<file path="src/rtl/warp_pkg.sv">
`default_nettype none
// ============================================================================
// Module      : warp_pkg
// Description : Shared types and helpers for the warp ALU issue path.
// Revision    : 1.0 - initial release
// ============================================================================
package warp_pkg;

   localparam int DATA_WIDTH  = 32;
   localparam int NUM_ALU_REQ = 4;
   localparam int OPC_WIDTH   = 3;

   typedef enum logic [OPC_WIDTH-1:0] {
      OP_ADD  = 3'd0,
      OP_MUL  = 3'd1,
      OP_FMA  = 3'd2,
      OP_MAX  = 3'd3,
      OP_RELU = 3'd4
   } alu_opcode_e;

   typedef enum logic [1:0] {
      IDLE = 2'd0,
      EXEC = 2'd1,
      RESP = 2'd2
   } ctrl_state_e;

   // Opcodes the ALU actually implements; anything else is reported as illegal.
   function automatic logic is_legal_op(input alu_opcode_e op);
      case (op)
         OP_ADD, OP_MUL, OP_FMA, OP_MAX, OP_RELU: return 1'b1;
         default:                                  return 1'b0;
      endcase
   endfunction

endpackage
`default_nettype wire

</file>
<file path="src/rtl/rr_arbiter.sv">
`default_nettype none
// ============================================================================
// Module      : rr_arbiter
// Description : Round-robin arbiter. Searches from the slot after the last
//               winner; pointer advances only when a grant is taken.
// Revision    : 1.0 - initial release
// ============================================================================
module rr_arbiter #(
   parameter  int N     = 4,
   localparam int IDX_W = (N > 1) ? $clog2(N) : 1
) (
   input  logic             clk,
   input  logic             rst,
   input  logic [N-1:0]     i_req,
   input  logic             i_advance,
   output logic [N-1:0]     o_grant,
   output logic [IDX_W-1:0] o_grant_idx,
   output logic             o_any
);

   logic [IDX_W-1:0] r_ptr;
   logic [IDX_W-1:0] w_cand;

   // Priority search starting at r_ptr+1, wrapping modulo N.
   always_comb begin
      o_any       = 1'b0;
      o_grant_idx = '0;
      o_grant     = '0;
      w_cand      = '0;
      for (int k = 1; k <= N; k++) begin
         w_cand = IDX_W'((int'(r_ptr) + k) % N);
         if (!o_any && i_req[w_cand]) begin
            o_any       = 1'b1;
            o_grant_idx = w_cand;
         end
      end
      o_grant[o_grant_idx] = o_any;
   end

   // Last-winner pointer; reset to N-1 so requester 0 is searched first.
   always_ff @(posedge clk) begin
      if (rst) begin
         r_ptr <= IDX_W'(N - 1);
      end else if (i_advance && o_any) begin
         r_ptr <= o_grant_idx;
      end
   end

endmodule
`default_nettype wire

</file>
<file path="src/rtl/alu_issue_ctrl.sv">
`default_nettype none
// ============================================================================
// Module      : alu_issue_ctrl
// Description : Shares one combinational ALU between NUM_REQ requesters.
//               IDLE arbitrates, EXEC drives the ALU, RESP holds the tagged
//               result until consumed. Per-requester saturating overflow
//               counters.
// Revision    : 1.0 - initial release
// ============================================================================
module alu_issue_ctrl
   import warp_pkg::*;
#(
   parameter  int DATA_WIDTH = warp_pkg::DATA_WIDTH,
   parameter  int NUM_REQ    = NUM_ALU_REQ,
   parameter  int TAG_WIDTH  = 4,
   parameter  int CNT_WIDTH  = 8,
   localparam int ID_W       = $clog2(NUM_REQ)
) (
   input  logic                           clk,
   input  logic                           rst,
   input  logic [NUM_REQ-1:0]             i_req_valid,
   output logic [NUM_REQ-1:0]             o_req_ready,
   input  logic [NUM_REQ*OPC_WIDTH-1:0]   i_req_opcode,
   input  logic [NUM_REQ*DATA_WIDTH-1:0]  i_req_op1,
   input  logic [NUM_REQ*DATA_WIDTH-1:0]  i_req_op2,
   input  logic [NUM_REQ*DATA_WIDTH-1:0]  i_req_op3,
   input  logic [NUM_REQ*TAG_WIDTH-1:0]   i_req_tag,
   output logic [OPC_WIDTH-1:0]           o_alu_opcode,
   output logic [DATA_WIDTH-1:0]          o_alu_operand1,
   output logic [DATA_WIDTH-1:0]          o_alu_operand2,
   output logic [DATA_WIDTH-1:0]          o_alu_operand3,
   input  logic [DATA_WIDTH-1:0]          i_alu_result,
   input  logic                           i_alu_overflow,
   input  logic                           i_alu_ready,
   output logic                           o_rsp_valid,
   input  logic                           i_rsp_ready,
   output logic [ID_W-1:0]                o_rsp_id,
   output logic [TAG_WIDTH-1:0]           o_rsp_tag,
   output logic [DATA_WIDTH-1:0]          o_rsp_result,
   output logic                           o_rsp_overflow,
   output logic                           o_rsp_illegal,
   output logic [NUM_REQ*CNT_WIDTH-1:0]   o_ovf_count
);

   ctrl_state_e             r_state;
   ctrl_state_e             w_state_next;

   logic                    w_idle;
   logic                    w_any;
   logic [NUM_REQ-1:0]      w_grant;
   logic [ID_W-1:0]         w_grant_idx;
   logic                    w_capture;
   logic                    w_legal;

   logic [OPC_WIDTH-1:0]    r_opcode;
   logic [DATA_WIDTH-1:0]   r_op1;
   logic [DATA_WIDTH-1:0]   r_op2;
   logic [DATA_WIDTH-1:0]   r_op3;
   logic [TAG_WIDTH-1:0]    r_tag;
   logic [ID_W-1:0]         r_id;

   logic [ID_W-1:0]         r_rsp_id;
   logic [TAG_WIDTH-1:0]    r_rsp_tag;
   logic [DATA_WIDTH-1:0]   r_rsp_result;
   logic                    r_rsp_overflow;
   logic                    r_rsp_illegal;
   logic [CNT_WIDTH-1:0]    r_ovf_cnt [NUM_REQ];

   assign w_idle    = (r_state == IDLE);
   assign w_capture = (r_state == EXEC) && i_alu_ready;
   assign w_legal   = is_legal_op(alu_opcode_e'(r_opcode));

   // Requests are masked outside IDLE, so the grant doubles as req_ready.
   rr_arbiter #(.N(NUM_REQ)) u_arb (
      .clk         (clk),
      .rst         (rst),
      .i_req       (i_req_valid & {NUM_REQ{w_idle}}),
      .i_advance   (w_idle),
      .o_grant     (w_grant),
      .o_grant_idx (w_grant_idx),
      .o_any       (w_any)
   );

   assign o_req_ready = w_grant;

   // State register.
   always_ff @(posedge clk) begin
      if (rst) begin
         r_state <= IDLE;
      end else begin
         r_state <= w_state_next;
      end
   end

   // Next-state logic: grant -> ALU handshake -> response handshake.
   always_comb begin
      w_state_next = r_state;
      case (r_state)
         IDLE:    if (w_any)       w_state_next = EXEC;
         EXEC:    if (i_alu_ready) w_state_next = RESP;
         RESP:    if (i_rsp_ready) w_state_next = IDLE;
         default: w_state_next = IDLE;
      endcase
   end

   // Latch the granted request; these registers drive the ALU and hold otherwise.
   always_ff @(posedge clk) begin
      if (rst) begin
         r_opcode <= '0;
         r_op1    <= '0;
         r_op2    <= '0;
         r_op3    <= '0;
         r_tag    <= '0;
         r_id     <= '0;
      end else if (w_idle && w_any) begin
         r_opcode <= i_req_opcode[w_grant_idx*OPC_WIDTH +: OPC_WIDTH];
         r_op1    <= i_req_op1[w_grant_idx*DATA_WIDTH +: DATA_WIDTH];
         r_op2    <= i_req_op2[w_grant_idx*DATA_WIDTH +: DATA_WIDTH];
         r_op3    <= i_req_op3[w_grant_idx*DATA_WIDTH +: DATA_WIDTH];
         r_tag    <= i_req_tag[w_grant_idx*TAG_WIDTH +: TAG_WIDTH];
         r_id     <= w_grant_idx;
      end
   end

   assign o_alu_opcode   = r_opcode;
   assign o_alu_operand1 = r_op1;
   assign o_alu_operand2 = r_op2;
   assign o_alu_operand3 = r_op3;

   // Capture the ALU outcome on the EXEC->RESP transition.
   always_ff @(posedge clk) begin
      if (rst) begin
         r_rsp_id       <= '0;
         r_rsp_tag      <= '0;
         r_rsp_result   <= '0;
         r_rsp_overflow <= 1'b0;
         r_rsp_illegal  <= 1'b0;
      end else if (w_capture) begin
         r_rsp_id       <= r_id;
         r_rsp_tag      <= r_tag;
         r_rsp_result   <= i_alu_result;
         r_rsp_overflow <= i_alu_overflow;
         r_rsp_illegal  <= !w_legal;
      end
   end

   assign o_rsp_valid    = (r_state == RESP);
   assign o_rsp_id       = r_rsp_id;
   assign o_rsp_tag      = r_rsp_tag;
   assign o_rsp_result   = r_rsp_result;
   assign o_rsp_overflow = r_rsp_overflow;
   assign o_rsp_illegal  = r_rsp_illegal;

   // Saturating overflow counters; illegal ops never count.
   always_ff @(posedge clk) begin
      if (rst) begin
         for (int i = 0; i < NUM_REQ; i++) begin
            r_ovf_cnt[i] <= '0;
         end
      end else if (w_capture && i_alu_overflow && w_legal && (r_ovf_cnt[r_id] != '1)) begin
         r_ovf_cnt[r_id] <= r_ovf_cnt[r_id] + CNT_WIDTH'(1);
      end
   end

   for (genvar g = 0; g < NUM_REQ; g++) begin : g_cnt_out
      assign o_ovf_count[g*CNT_WIDTH +: CNT_WIDTH] = r_ovf_cnt[g];
   end

endmodule
`default_nettype wire

</file>
<file path="config.mk">
export PLATFORM = sky130hd
export DESIGN_NAME = alu_issue_ctrl
export DESIGN_NICKNAME = d
export VERILOG_FILES = /design/src/rtl/warp_pkg.sv /design/src/rtl/rr_arbiter.sv /design/src/rtl/alu_issue_ctrl.sv
export SDC_FILE = /design/constraint.sdc
export NUM_CORES = 1
export LEC_CHECK = 0
export CORE_AREA = 2 2 248 250
export DETAILED_ROUTE_END_ITERATION = 8
export DIE_AREA = 0 0 250 252
export SLEW_MARGIN = 10
export SYNTH_ARGS = -nofsm -noshare
export SYNTH_HDL_FRONTEND = slang
export SYNTH_SLANG_ARGS = --single-unit
</file>
<file path="constraint.sdc">
create_clock -name clk -period 4.3 [get_ports clk]
set_input_delay 1.29 -clock clk [delete_from_list [all_inputs] [get_ports clk]]
set_output_delay 1.29 -clock clk [all_outputs]
set_load 0.01 [all_outputs]
</file>
==> Word level (Yosys, flattened, before mapping) <==
Memories as Yosys holds them, arrays and structs flattened. A register that Yosys moved wholly into a read port is not among the register bits.
Cells that the tools add are included.
{ "word_totals": {"reg_bits": 149, "ramBits": 32, "input_bits": 453, "out_inout_bits": 176, "word_cells": 94, "mem_count": 1} }
{ "op_classes": {"n_addsub": 5, "mul": 1, "order_cmp": 6, "eq_ne": 10, "n_shift": 5, "muxes": 33, "bitwise": 2, "n_reduce_logical": 18} }
{ "memory_table": {"columns": ["memory", "words", "word_bits", "rd", "rd_clocked_by_memory_dff", "write_ports", "line", "source"], "rows": [
  ["r_ovf_cnt", 4, 8, 5, 1, 4, "alu_issue_ctrl.sv:67", "logic [CNT_WIDTH-1:0] r_ovf_cnt [NUM_REQ];"]
]} }
{ "op_table": {"columns": ["operator", "n"], "rows": [
  ["128-bit by 8-bit indexed part select with 32-bit output", 3],
  ["2-bit two-way mux", 10],
  ["1-bit two-way mux", 16],
  ["16-bit by 5-bit indexed part select with 4-bit output", 1],
  ["2-bit by 3-bit less-than comparator with 1-bit output (second input constant)", 5],
  ["12-bit by 5-bit indexed part select with 3-bit output", 1],
  ["1-bit logical AND", 9],
  ["8-bit by 1-bit adder with 8-bit output (second input constant)", 1],
  ["4-bit AND", 2],
  ["1-bit binary-select mux with 2-bit select", 4],
  ["8-bit two-way mux", 1],
  ["8-bit inequality test (second input constant)", 1],
  ["8-bit OR reduction", 1],
  ["3-bit by 2-bit == test with 1-bit output (second input constant)", 2],
  ["2-bit one-hot mux with 3 select lines", 1],
  ["5-bit OR reduction", 1],
  ["2-bit by 1-bit adder with 2-bit output (second input constant)", 2],
  ["2-bit adder (second input constant)", 2],
  ["1-bit zero test", 4],
  ["2-bit by 2-bit multiplier with 4-bit output (second input constant)", 1],
  ["2-bit inequality test (second input constant)", 2],
  ["3-bit by 1-bit == test with 1-bit output (second input constant)", 1],
  ["3-bit == test (second input constant)", 1],
  ["3-bit zero test", 1],
  ["other kinds (7)", 7]
]} }

==> Longest topological paths before layout <==
{ "depth": {"word_depth": 19, "depth_mapped": 8, "mapped_depth_nobuf": 6} }

==> Cells and area by module <==
From an unflattened synthesis, not the netlist that was laid out.
{ "unflattened": {"cells_unflattened": 916, "area_unflattened_um2": 9312.7} }
{ "modules_own_cells": {"columns": ["module", "n_inst", "cells_per_inst", "area_per_inst_um2", "seq_area_each_um2"], "rows": [
  ["alu_issue_ctrl", 1, 887, 9086.2, 3943.8],
  ["rr_arbiter", 1, 29, 226.5, 40.0]
]} }

==> Least setup slack after synthesis <==
OpenSTA, ideal clock, no wires.
{ "synth_timing": {"kind": "input-to-output", "startpoint": "input port i_req_valid[1]", "endpoint": "output port o_req_ready[1]", "t_arrival_ps": 2555, "setup_slack_ps": 455, "path_stages": 5, "n_path_buf": 1, "cell_sequence": "inv_2 -> maj3_1 -> a211oi_2 -> clkbuf_1 -> and2_1"} }
{ "synth_via": {"elab_chain_cells": 18} }
{ "synth_rtl": {"columns": ["element", "line", "source"], "rows": [
  ["from (decl)", "alu_issue_ctrl.sv:21", "input logic [NUM_REQ-1:0] i_req_valid,"],
  ["4-bit AND (*)", "alu_issue_ctrl.sv:77", ".i_req (i_req_valid & {NUM_REQ{w_idle}}),"],
  ["1-bit binary-select mux with 2-bit select", "rr_arbiter.sv:32", "if (!o_any && i_req[w_cand]) begin"],
  ["1-bit two-way mux (implied by the code)", "rr_arbiter.sv:32", null],
  ["1-bit two-way mux", "rr_arbiter.sv:32", null],
  ["1-bit zero test", "rr_arbiter.sv:32", null],
  ["1-bit logical AND", "rr_arbiter.sv:32", null],
  ["1-bit two-way mux", "rr_arbiter.sv:32", null],
  ["1-bit zero test", "rr_arbiter.sv:32", null],
  ["(+2 left out)", null, null],
  ["1-bit zero test", "rr_arbiter.sv:32", null],
  ["1-bit logical AND", "rr_arbiter.sv:32", null],
  ["2-bit two-way mux", "rr_arbiter.sv:32", null],
  ["2-bit by 3-bit less-than comparator with 1-bit output (implied by the code) or 2-bit by 1-bit greater-or-equal comparator with 1-bit output (tied branches)", "rr_arbiter.sv:37", "o_grant[o_grant_idx] = o_any;"],
  ["1-bit logical AND (implied by the code)", "rr_arbiter.sv:37", null],
  ["1-bit two-way mux (implied by the code)", "rr_arbiter.sv:37", null],
  ["1-bit demux with 2-bit select", null, null],
  ["4-bit AND (no line) (*)", null, null],
  ["to (decl)", "alu_issue_ctrl.sv:22", "output logic [NUM_REQ-1:0] o_req_ready,"]
]} }
Mark *: on every way between the ends. The rest lies on a longest branch, timed or not. The select of a mux whose other input is x is not followed.

==> Final worst setup path <==
{ "layout_timing": {"startpoint": "input port i_req_valid[1]", "endpoint": "output port o_req_ready[3]"} }
Same word-level chain as after synthesis.

==> metrics.md <==
| Metric | Value |
|---|---|
| Reg-to-Reg End | `r_ovf_cnt[0][0]$_SDFFCE_PN0P_` |
| Worst EP required | `3010 ps` |
| Tcrit/Tclk final | `99.0%` |
| Final Max Tran Viols | `0` |
| Yosys Warn Count | `0` |
| Setup crit end kind | `output pin` |
| Yosys cell types | `45` |
| Drt drc | `0` |
| RSZ-0062 raised after global routing | `no` |
| Hpwl dp | `35900 um` |
| Setup crit start | `i_req_valid[1]` |
| Routed WL per cell | `19.1 um` |
| Hold path start | `o_rsp_result[25]$_SDFFE_PP0N_` |
| Initial antenna violation count | `3` |
| Hold Crit Class | `reg -> reg` |
| Non-Filler Instances | `2297` |
| Top Ports | `629` |
| Multi-input logic area | `4670 um2` |
| Top FF cell, synth | `dfxtp_1` |
| Synth Instances | `901` |
| Layout Nets | `1956` |
| Avg Inst Size Synth | `10.0 um2` |
| Total wire length | `43800 um` |
| Vias | `9427` |
| Worst Tran Pin Value | `893 ps` |
| Max frequency | `235 MHz` |
| CTS tree | `done` |
| Ranking of synthesized cells by area | `dfxtp_1 33%, mux2i_1 23%, edfxtp_1 11%` |
| CTS Buf Count | `17` |
| Pwr Density | `336 nW/um2` |
| Total global routing track utilization | `13.6%` |
| Overflow after GRT | `0` |
| Hold Crit Depth | `2` |
| Starting density of the core | `15.0%` |
| Most frequent cells in the layout | `623 x clkdlybuf4s50_1, 206 x mux2i_1, 190 x nand2_1` |
| Status | `finished clean` |
| CTS sink cnt | `183` |
| Placed cells | `2260` |
| Switching fraction of total power | `31.2%` |
| Root buffer cell | `clkbuf_16` |
| Post-synthesis sequential area ratio | `44.0%` |
| Clock slew at reported path FFs | `80 ps` |
| Post-synth EDFFs | `32` |
| H-tree Lvls | `4` |
| FF-to-FF setup slack | `1180 ps` |
| CTS Hold Bufs | `0` |
| Reg2Reg Depth | `6` |
| Mapped Area | `9050 um2` |
| Hold path endpoint | `o_rsp_result[25]$_SDFFE_PP0N_` |
| Row cnt | `90` |
| Cell internal pwr | `0.00389 W` |
| I/O Buffers | `628` |
| Vias per cell | `4.10` |
| Placed cell areas | `16200 um2` |
| Die area | `63000 um2` |
| Period minus WS final | `4260 ps` |
| #FFs+latches synth | `183` |
| DIE HEIGHT | `252 um` |
| Max-cap violations | `0` |
| Cell accounting for the most synthesized area | `dfxtp_1` |
| Routed Antenna Nets | `0` |
| Worst path max stage delay | `490 ps` |
| Die Span X | `250 um` |
| P_sw | `0.00176 W` |
| Slew headroom | `40.5%` |
| Largest net degree at the start of global routing | `105` |
| ANT cells | `0` |
| Vias in the first global route | `9835` |
| Slowest cell on the critical path | `clkdlybuf4s50_1` |
| Final Cell Area | `16800 um2` |
| Final Wtd Congestion | `0.880` |
| Most common cell after layout, fill and taps aside | `clkdlybuf4s50_1` |
| LEAKAGE | `5.86 nW` |
| Comb power frac | `32.7%` |
| Initial detailed-routing violation count | `319` |
| Async S/R FF share, synth | `0%` |
| Register area | `3980 um2` |
| Syn-to-layout area delta | `86.1%` |
| CP max FO | `3` |
| Core ar. | `60100 um2` |
| Crit Path Class | `in -> out` |
| Clk_lat worst skew | `480 ps` |
| Startpoint types | `primary input` |
| Worst IR Drop VDD | `244 uV` |
| Global-route wire length before repair | `63400 um` |
| Syn_nets | `1355` |
| FILL cells | `6309` |
| Final Hold Vio Count | `0` |
| Worst clock skew | `11.3 ps` |
| Clk pwr share | `30.6%` |
| Yosys top cell area share | `33.4%` |
| Arr. time, crit path | `2970 ps` |
| First drt pass iteration count | `4` |
| Sequential share of power | `36.7%` |
| CTS Buffer Depth | `2` |
| Critical-path cell list | `clkdlybuf4s50_1 -> inv_2 -> maj3_2 -> a211oi_4 -> buf_4 -> and2_4 -> clkdlybuf4s15_1` |
| Share of layout cells above drive strength 1 | `6.34%` |
| Finish-stage setup viols | `0` |
[per-layer routing]
metal | track usage [%] | share of wire (%) | wire length, um
met1 | 14.8 | 38 | 16900
met2 | 25.6 | 53 | 23400
met3 | 3.72 | 6.5 | 2840
met4 | 4.17 | 1.7 | 742
met5 | 0 | 0 | 0
[cells in the mapped netlist (all sizes together) (3+ instances only)]
cell and number:
a21oi 46, o221ai 104, inv 5, mux2i 206, mux4 8, dfxtp 151
xnor2 4, edfxtp 32, a31o 3, buf 34, clkbuf 41, nor2b 3
nand3 3, nor3 5, nand2 192, nor2 39
[area by class of cell]
type                       instances  share of cell area (%)
tap                              782                    5.81
timing repair buffer             657                    38.8
clock buffer                      18                    2.61
clock inverter                    14                    1.25
multi-input combinational        638                    27.7
sequential                       183                    23.7
inverter                           5                   0.111
[worst max-delay path: cells and delay by family]
kind                     cells  cell delay, ps
adder cells (fa/ha/maj)      1             330
AO/OA/AOI/OAI                1             260
buffers and inverters        4             950
AND/OR/NAND/NOR              1             140
[power by group through the flow]
stage	registers [W]	logic (W)	clock network (W)
finish	0.00207	0.00185	0.00173
global route	0.00210	0.00197	0.00186
CTS	0.00208	0.00189	0.00181
detailed placement	0.00211	0.00188	0
global placement	0.00211	0.00186	0
floorplan	0.00217	0.000707	0
[metrics by stage]
| step | power [W] | utilization, % | hold slack (ps) | setup TNS, ps | setup WS [ps] |
|---|---|---|---|---|---|
| after floorplan | 0.00287 | - | 432 | 0 | 455 |
| after CTS | 0.00578 | 28.0 | 456 | -14.9 | -14.9 |
| after detailed placement | 0.00399 | 26.9 | 446 | -1080 | -316 |
| after global placement | 0.00397 | 26.9 | 441 | -1020 | -300 |
| after global routing | 0.00594 | 28.0 | 472 | 0 | 11.6 |
| final | 0.00566 | 28.0 | 456 | 0 | 42.7 |
[state kept, by name, indices dropped and copies added (netlist names), 2 cells and up, named ones only]
| signal | flops |
|---|---|
| o_alu_opcode | 3 |
| o_alu_operand1 | 32 |
| o_alu_operand2 | 32 |
| o_alu_operand3 | 32 |
| o_rsp_id | 2 |
| o_rsp_result | 32 |
| o_rsp_tag | 4 |
| r_id | 2 |
| r_ovf_cnt | 32 |
| r_state | 2 |
| r_tag | 4 |
| u_arb.r_ptr | 2 |
[cells by family after synthesis]
family,share of synthesized area [%]
and+or+nand+nor,11.6
muxes,24.8
DFF,44.0
AOI/OAI and AO/OA,14.1
buffers and inverters,4.73
xor gates and xnor gates,0.581
adders and majority gates,0.249
[timing repair]
| action | 4_1_cts | 5_1_grt |
|---|---|---|
| endpoints found under the setup margin | 4 | 4 |
| resized for setup | 7 | 3 |
| hold endpoints to repair | 0 | 0 |
| pin swaps | 1 | 0 |
| buffers inserted | 4 | 1 |
[worst max path at each step]
stage                                end  cells after the start
final                     o_req_ready[3]                      7
after global routing      o_req_ready[3]                      7
after CTS                 o_req_ready[3]                      7
after detailed placement  o_req_ready[3]                      6
after global placement    o_req_ready[3]                      6
after floorplan           o_req_ready[1]                      5
Note: power is estimated with default switching activity, not from simulation.
